### config.mk
export PLATFORM = sky130hd
export DESIGN_NAME = regfile_wb_sched
export DESIGN_NICKNAME = d
export VERILOG_FILES = /design/src/rtl/regfile_pkg.sv /design/src/rtl/wb_rr_arbiter.sv /design/src/rtl/regfile_wb_sched.sv
export SDC_FILE = /design/constraint.sdc
export NUM_CORES = 1
export LEC_CHECK = 0
export CAP_MARGIN = 20
export CORE_MARGIN = 2
export CORE_UTILIZATION = 46
export DETAILED_ROUTE_END_ITERATION = 16
export GPL_TIMING_DRIVEN = 0
export PLACE_DENSITY_LB_ADDON = 0.25
export REMOVE_ABC_BUFFERS = 1
export SYNTH_ARGS = -nofsm -noshare
export SYNTH_HDL_FRONTEND = slang
export SYNTH_HIERARCHICAL = 1
export SYNTH_SLANG_ARGS = --single-unit
### constraint.sdc
create_clock -name clk -period 3.8 [get_ports clk]
set_input_delay 0.76 -clock clk [delete_from_list [all_inputs] [get_ports clk]]
set_output_delay 0.76 -clock clk [all_outputs]
set_load 0.005 [all_outputs]
### src/rtl/regfile_pkg.sv
// Shared constants and types for the register-file write-back scheduler.
package regfile_pkg;

  localparam int ADDR_W   = 5;
  localparam int DATA_W   = 32;
  localparam int NUM_REGS = 32;

  typedef enum logic {
    ST_INIT = 1'b0,
    ST_RUN  = 1'b1
  } state_t;

  localparam logic REQ_ALU = 1'b0;
  localparam logic REQ_MEM = 1'b1;

endpackage

### src/rtl/wb_rr_arbiter.sv
// Two-way write-back grant. RR_ARB_EN selects round-robin with a last-grant
// flag; otherwise fixed priority MEM > ALU.
module wb_rr_arbiter
  import regfile_pkg::*;
(
`ifdef RR_ARB_EN
  input  logic clk,
  input  logic reset,
`endif
  input  logic alu_req,
  input  logic mem_req,
  output logic alu_gnt,
  output logic mem_gnt
);

`ifdef RR_ARB_EN
  logic last;

  always_comb begin
    alu_gnt = 1'b0;
    mem_gnt = 1'b0;
    if (alu_req && mem_req) begin
      // Under contention the side not granted last time wins.
      alu_gnt = (last == REQ_MEM);
      mem_gnt = (last == REQ_ALU);
    end else begin
      alu_gnt = alu_req;
      mem_gnt = mem_req;
    end
  end

  always_ff @(posedge clk or negedge reset) begin
    if (!reset) begin
      last <= REQ_MEM;
    end else if (alu_gnt || mem_gnt) begin
      last <= mem_gnt ? REQ_MEM : REQ_ALU;
    end
  end
`else
  always_comb begin
    mem_gnt = mem_req;
    alu_gnt = alu_req && !mem_req;
  end
`endif

endmodule

### src/rtl/regfile_wb_sched.sv
// Write-back scheduler owning the register file write port: zero-fills
// r1..r31 after reset, then arbitrates ALU/MEM writes (RR_ARB_EN: round-robin).
module regfile_wb_sched
  import regfile_pkg::*;
(
  input  logic              clk,
  input  logic              reset,
  input  logic              alu_valid,
  input  logic [ADDR_W-1:0] alu_addr,
  input  logic [DATA_W-1:0] alu_data,
  output logic              alu_ready,
  input  logic              mem_valid,
  input  logic [ADDR_W-1:0] mem_addr,
  input  logic [DATA_W-1:0] mem_data,
  output logic              mem_ready,
  output logic [ADDR_W-1:0] rf_addr,
  output logic [DATA_W-1:0] rf_data,
  output logic              rf_we,
  output logic              init_done
);

  localparam logic [ADDR_W:0] FILL_END = (ADDR_W+1)'(NUM_REGS);
  localparam logic [ADDR_W:0] CNT_ONE  = (ADDR_W+1)'(1);

  state_t          state;
  logic [ADDR_W:0] cnt;
  logic            run;
  logic            take_alu;
  logic            take_mem;

  assign run = (state == ST_RUN);

  wb_rr_arbiter u_arb (
`ifdef RR_ARB_EN
    .clk     (clk),
    .reset   (reset),
`endif
    .alu_req (alu_valid && run),
    .mem_req (mem_valid && run),
    .alu_gnt (alu_ready),
    .mem_gnt (mem_ready)
  );

  assign take_alu = alu_valid && alu_ready;
  assign take_mem = mem_valid && mem_ready;

  always_ff @(posedge clk or negedge reset) begin
    if (!reset) begin
      state     <= ST_INIT;
      cnt       <= CNT_ONE;
      rf_we     <= 1'b0;
      rf_addr   <= '0;
      rf_data   <= '0;
      init_done <= 1'b0;
    end else begin
      case (state)
        ST_INIT: begin
          // Counter runs one past the last register so the edge after the
          // final fill write is the one that raises init_done.
          if (cnt == FILL_END) begin
            rf_we     <= 1'b0;
            init_done <= 1'b1;
            state     <= ST_RUN;
          end else begin
            rf_we   <= 1'b1;
            rf_addr <= cnt[ADDR_W-1:0];
            rf_data <= '0;
            cnt     <= cnt + CNT_ONE;
          end
        end
        ST_RUN: begin
          if (take_mem) begin
            rf_addr <= mem_addr;
            rf_data <= mem_data;
            rf_we   <= (mem_addr != '0);
          end else if (take_alu) begin
            rf_addr <= alu_addr;
            rf_data <= alu_data;
            rf_we   <= (alu_addr != '0);
          end else begin
            rf_we <= 1'b0;
          end
        end
        default: state <= ST_INIT;
      endcase
    end
  end

endmodule

# Word level (Yosys, flattened, before mapping)
# Index checks and enable logic that the tools add are counted.
[classes]
add_sub_neg = 1
eq_ne = 3
mux = 14
bitwise_logic = 2
n_reduce_logical = 11
[ops]
columns = ["op", "n"]
rows = [
  ["$mux W32", 3],
  ["$pmux W32 S2", 1],
  ["$mux W5", 3],
  ["$pmux W5 S2", 1],
  ["$reduce_bool A5 Y1", 2],
  ["$add A6 B1 Y6 const B", 1],
  ["$eq A6 B6 Y1 const B", 1],
  ["$reduce_and A2 Y1", 3],
  ["$logic_and A1 B1 Y1", 5],
  ["$mux W1", 5],
  ["$ne A3 B1 Y1 const B", 1],
  ["$ne A2 B2 Y1 const B", 1],
  ["$not A1 Y1", 2],
  ["$pmux W1 S2", 1],
  ["$logic_not A1 Y1", 1],
]
[word_totals]
reg_bits = 46
in_bits = 78
wordCells = 37

# Longest topological paths before layout
[depth]
depth_word = 7
ltp_mapped = 10
ltp_nobuf = 6

# Cells and area by module
# The synthesis kept the hierarchy.
[modules_own_cells]
columns = ["mod", "instances", "cells_per_inst", "area_each_um2"]
rows = [
  ["regfile_wb_sched", 1, 270, 2780.2],
  ["wb_rr_arbiter", 1, 2, 21.3],
]

# Least setup slack after synthesis
# OpenSTA, ideal clock, no wires.
[synth_path]
path_kind = "input port to flip-flop"
startpoint = "input mem_valid"
endpoint = "register rf_addr[0]"
arrival_ns = 2.007
t_required_ns = 3.660
slack_ns = 1.653
stages = 8
path_buffers = 4
cell_sequence = "buf_4 > and2_1 > buf_4 > buf_6 > and2_1 > buf_6 > o311ai_1 > o211ai_1"
[synth_between]
elab_chain_len = 6
elab_cells_between_ends = 9
classes_between = "1 x eq/ne; 2 x mux; 6 x reduce/logical"
[synth_rtl]
columns = ["element", "line_no", "rtl"]
rows = [
  ["start: declaration", "regfile_wb_sched.sv:12", "input logic mem_valid,"],
  ["$logic_and A1 B1 Y1 *", "regfile_wb_sched.sv:39", ".mem_req (mem_valid && run),"],
  ["net mem_ready", "regfile_wb_sched.sv:15", "output logic mem_ready,"],
  ["$logic_not A1 Y1", "wb_rr_arbiter.sv:42", "alu_gnt = alu_req && !mem_req;"],
  ["$logic_and A1 B1 Y1", "wb_rr_arbiter.sv:42", ""],
  ["$logic_and A1 B1 Y1", "regfile_wb_sched.sv:44", "assign take_alu = alu_valid && alu_ready;"],
  ["$ne A3 B1 Y1 (no source line)", "-", ""],
  ["$reduce_and A2 Y1 (no source line)", "-", ""],
  ["end signal: assignment", "regfile_wb_sched.sv:66", "rf_addr <= cnt[ADDR_W-1:0];"],
  ["end signal: assignment", "regfile_wb_sched.sv:73", "rf_addr <= mem_addr;"],
  ["end signal: assignment", "regfile_wb_sched.sv:77", "rf_addr <= alu_addr;"],
  ["end: declaration", "regfile_wb_sched.sv:16", "output logic [ADDR_W-1:0] rf_addr,"],
]
# Mark *: on every way through the listed nets, which the timed path passes. The rest lies on a longest branch.
# A chain may end at the register's enable or synchronous reset.

# Worst setup path in the final report
[layout_path]
startpoint = "input alu_valid"
endpoint = "output alu_ready"
[layout_between]
elab_chain_len = 2
[layout_rtl]
columns = ["element", "line_no", "rtl"]
rows = [
  ["start: declaration", "regfile_wb_sched.sv:8", "input logic alu_valid,"],
  ["$logic_and A1 B1 Y1", "regfile_wb_sched.sv:38", ".alu_req (alu_valid && run),"],
  ["$logic_and A1 B1 Y1", "wb_rr_arbiter.sv:42", ""],
  ["end: declaration", "regfile_wb_sched.sv:11", "output logic alu_ready,"],
]
# Every way passes these cells.

==> impl_metrics.ini <==
[finish]
final_cells = 450
nFillCells = 444
syn2layout_area_growth_pct = 47.83
layout_commonest_cell = clkdlybuf4s50_1
n_antenna_cell = 0
nNetsFinal = 454
drive_above_1_share = 0.08533
final_cell_mix = 116 x clkdlybuf4s50_1, 45 x dfrtp_1, 36 x and3_1
utilization = 0.6995

[setup_path]
critPathArrivalTime_ns = 2.95
required_ns = 3.04
end_kind = output port
crit_path_max_fanout = 23
critPathKind = input port to output port
slowest_stage = clkdlybuf4s15_1
max_stage_delay_ns = 0.65
path_cells = clkdlybuf4s15_1, buf_16, and2_1, nor2b_4, clkdlybuf4s50_1
critPathLaunchType = input port

[routing]
wl_mm = 8.759
drt_iter0_drc = 152
vias = 2757
wl_per_cell_um = 19.46
dr.pass1.iters = 4
via_per_inst = 6.127
ant_nets = 0
drc = 0

[power]
power.leakage_nw = 1.649
p_per_area_mw_per_mm2 = 340.1
ir_drop_v = 0.0001810
power_mw = 1.409

[clock_tree]
post-cts-setup-buffers = 0
path_clk_slew_ns = 0.09
cts_max_level = 2
clock-root-buffer = clkbuf_8
cts_buffers = 5
clk-insertion-delay-late_ns = 0.30
cts_sinks = 46
cts_tree = done
holdBufCountCts = 0
clockBufferDepth = 2

[die]
std_cell_rows = 28
die_w_um = 82.04
die_h_um = 82.04
io_pins = 119
initial_utilization = 0.4732
core_mm2 = 0.005921
dieArea_mm2 = 0.006731

[grt]
first_global_vias = 2836
overflow = 0
grt_pass1_wl_mm = 14.23
gr-usage-all-layers = 0.2757
grt_max_degree = 37
antenna_found_initial = 0

[timing]
fmax_mhz = 269.3
hold_viol_final = 0
min_period_over_period = 0.9771
max_slew_margin = 0.3546
worst_pin_slew_ns = 0.9681
finalClockSkew_ns = 0.009187
rsz0062_at_grt = no
min_period_ns = 3.713
setup-violations-final = 0
finalMaxSlewViolations = 0

[worst_hold_path]
hold_path_class = input port to asynchronous set/reset pin

[synth]
async_flop_share = 1.000
synth_area_per_cell_um2 = 10.30
synth.top_cell.area_share = 0.4020
synth-edff-count = 0
synth.ff_latch_count = 46
ys_seq_area_frac = 0.4113
synthCells = 272
yosys-top-cells-area = dfrtp_1 40%, o2bb2ai_1 10%, a211oi_1 8.0%, and3_1 8.0%, o21ai_0 5.7%
synth_top_flop_cell = dfrtp_1
synth_top_area_cell = dfrtp_1
netlist_area_mm2 = 0.002801
ys_warn_count = 6
ys_types = 47

[place]
dp_cells = 440
place_hpwl_mm = 5.719
numPortBuffers = 118
gp_congestion = 0.8405

[job]
drv_cap = 0

[outcome]
status = complete, no violations
==> flip-flops by register name (all words and copies together) (netlist names) <==
register   cells
rf_we          1
init_done      1
rf_data       32
cnt            6
rf_addr        5
run            1
==> kinds of logic (layout without fill, tap and decap cells) <==
logic type      count (synthesis)  in the layout  synth area share
buf+inv                        36            138           0.08083
mux                             1              1          0.005358
fa+ha+maj                       2              2          0.008931
flops                          46             46            0.4113
compound gates                116            116            0.3180
xor+xnor                        4              4           0.01250
simple gates                   67             68            0.1630
==> worst paths after layout <==
| kind | startpoint | end | slack (ns) | cells past startpoint |
|---|---|---|---|---|
| max in group asynchronous | reset | cnt[0] | 2.82 | 2 |
| min | reset | rf_data[28] | 0.40 | 1 |
| max | alu_valid | alu_ready | 0.09 | 5 |
| min in group clk | init_done | init_done | 0.47 | 1 |
| max reg2reg | run | rf_data[22] | 0.60 | 6 |
| min reg2reg | init_done | init_done | 0.47 | 1 |
==> routing by layer <==
metal,track usage,wire (um),vias up
li1,-,-,1273
met1,0.3637,3856,1346
met2,0.4431,4070,119
met3,0.05604,602,19
met4,0.1117,229,0
met5,0,0,-
==> power by group <==
part           internal, mW  switching [mW]  total (mW)  leakage, nW
Combinational         0.232           0.129       0.362         1.05
Clock                 0.281           0.170       0.451       0.0714
Sequential            0.548          0.0486       0.596        0.525
Total                  1.06           0.348        1.41         1.65
==> layout make-up <==
class / count / area (um^2) / share of cell area
clock buffer: 6 / 82.58 / 0.01994
clock inverter: 2 / 60.06 / 0.01450
inverter: 7 / 26.28 / 0.006344
multi-input combinational: 191 / 1433 / 0.3459
sequential: 46 / 1152 / 0.2782
tap: 75 / 93.84 / 0.02266
timing repair buffer: 123 / 1294 / 0.3124
==> worst max-delay path: cells and delay by family <==
family	cells	cell delay, ns
AND/OR/NAND/NOR	2	0.68
buffers and inverters	3	1.50
==> through the flow <==
| step | worst slack [ns] | setup TNS [ns] | hold slack (ns) | cell area, um^2 |
|---|---|---|---|---|
| 4_1_cts | 0.09786 | 0 | 0.4079 | 4113 |
| 6_report | 0.08697 | 0 | 0.4030 | 4141 |
| 2_1_floorplan | 1.193 | 0 | 0.4644 | 2601 |
| 3_3_place_gp | -0.8077 | -23.78 | 0.4507 | 3876 |
| 3_5_place_dp | -0.3656 | -8.405 | 0.4529 | 3963 |
| 5_1_grt | 0.008985 | 0 | 0.4316 | 4141 |
==> cells in the mapped netlist (3+ instances only) <==
| master | count |
|---|---|
| o21ai_0 | 32 |
| nand3_1 | 4 |
| a311oi_1 | 4 |
| xnor2_1 | 4 |
| o2bb2ai_1 | 32 |
| and2_1 | 3 |
| and3_1 | 36 |
| nor2_1 | 4 |
| a211oi_1 | 30 |
| clkbuf_1 | 12 |
| buf_4 | 3 |
| dfrtp_1 | 45 |
| buf_2 | 3 |
| inv_1 | 6 |
| o311ai_1 | 3 |
| nand3b_1 | 3 |
| buf_6 | 10 |
==> repair_timing <==
action / 4_1_cts / 5_1_grt
pin swaps: 0 / 0
resized for setup: 1 / 1
setup endpoints to repair: 1 / 1
gates cloned: 1 / 0
Power figures use the tool's default switching activity.
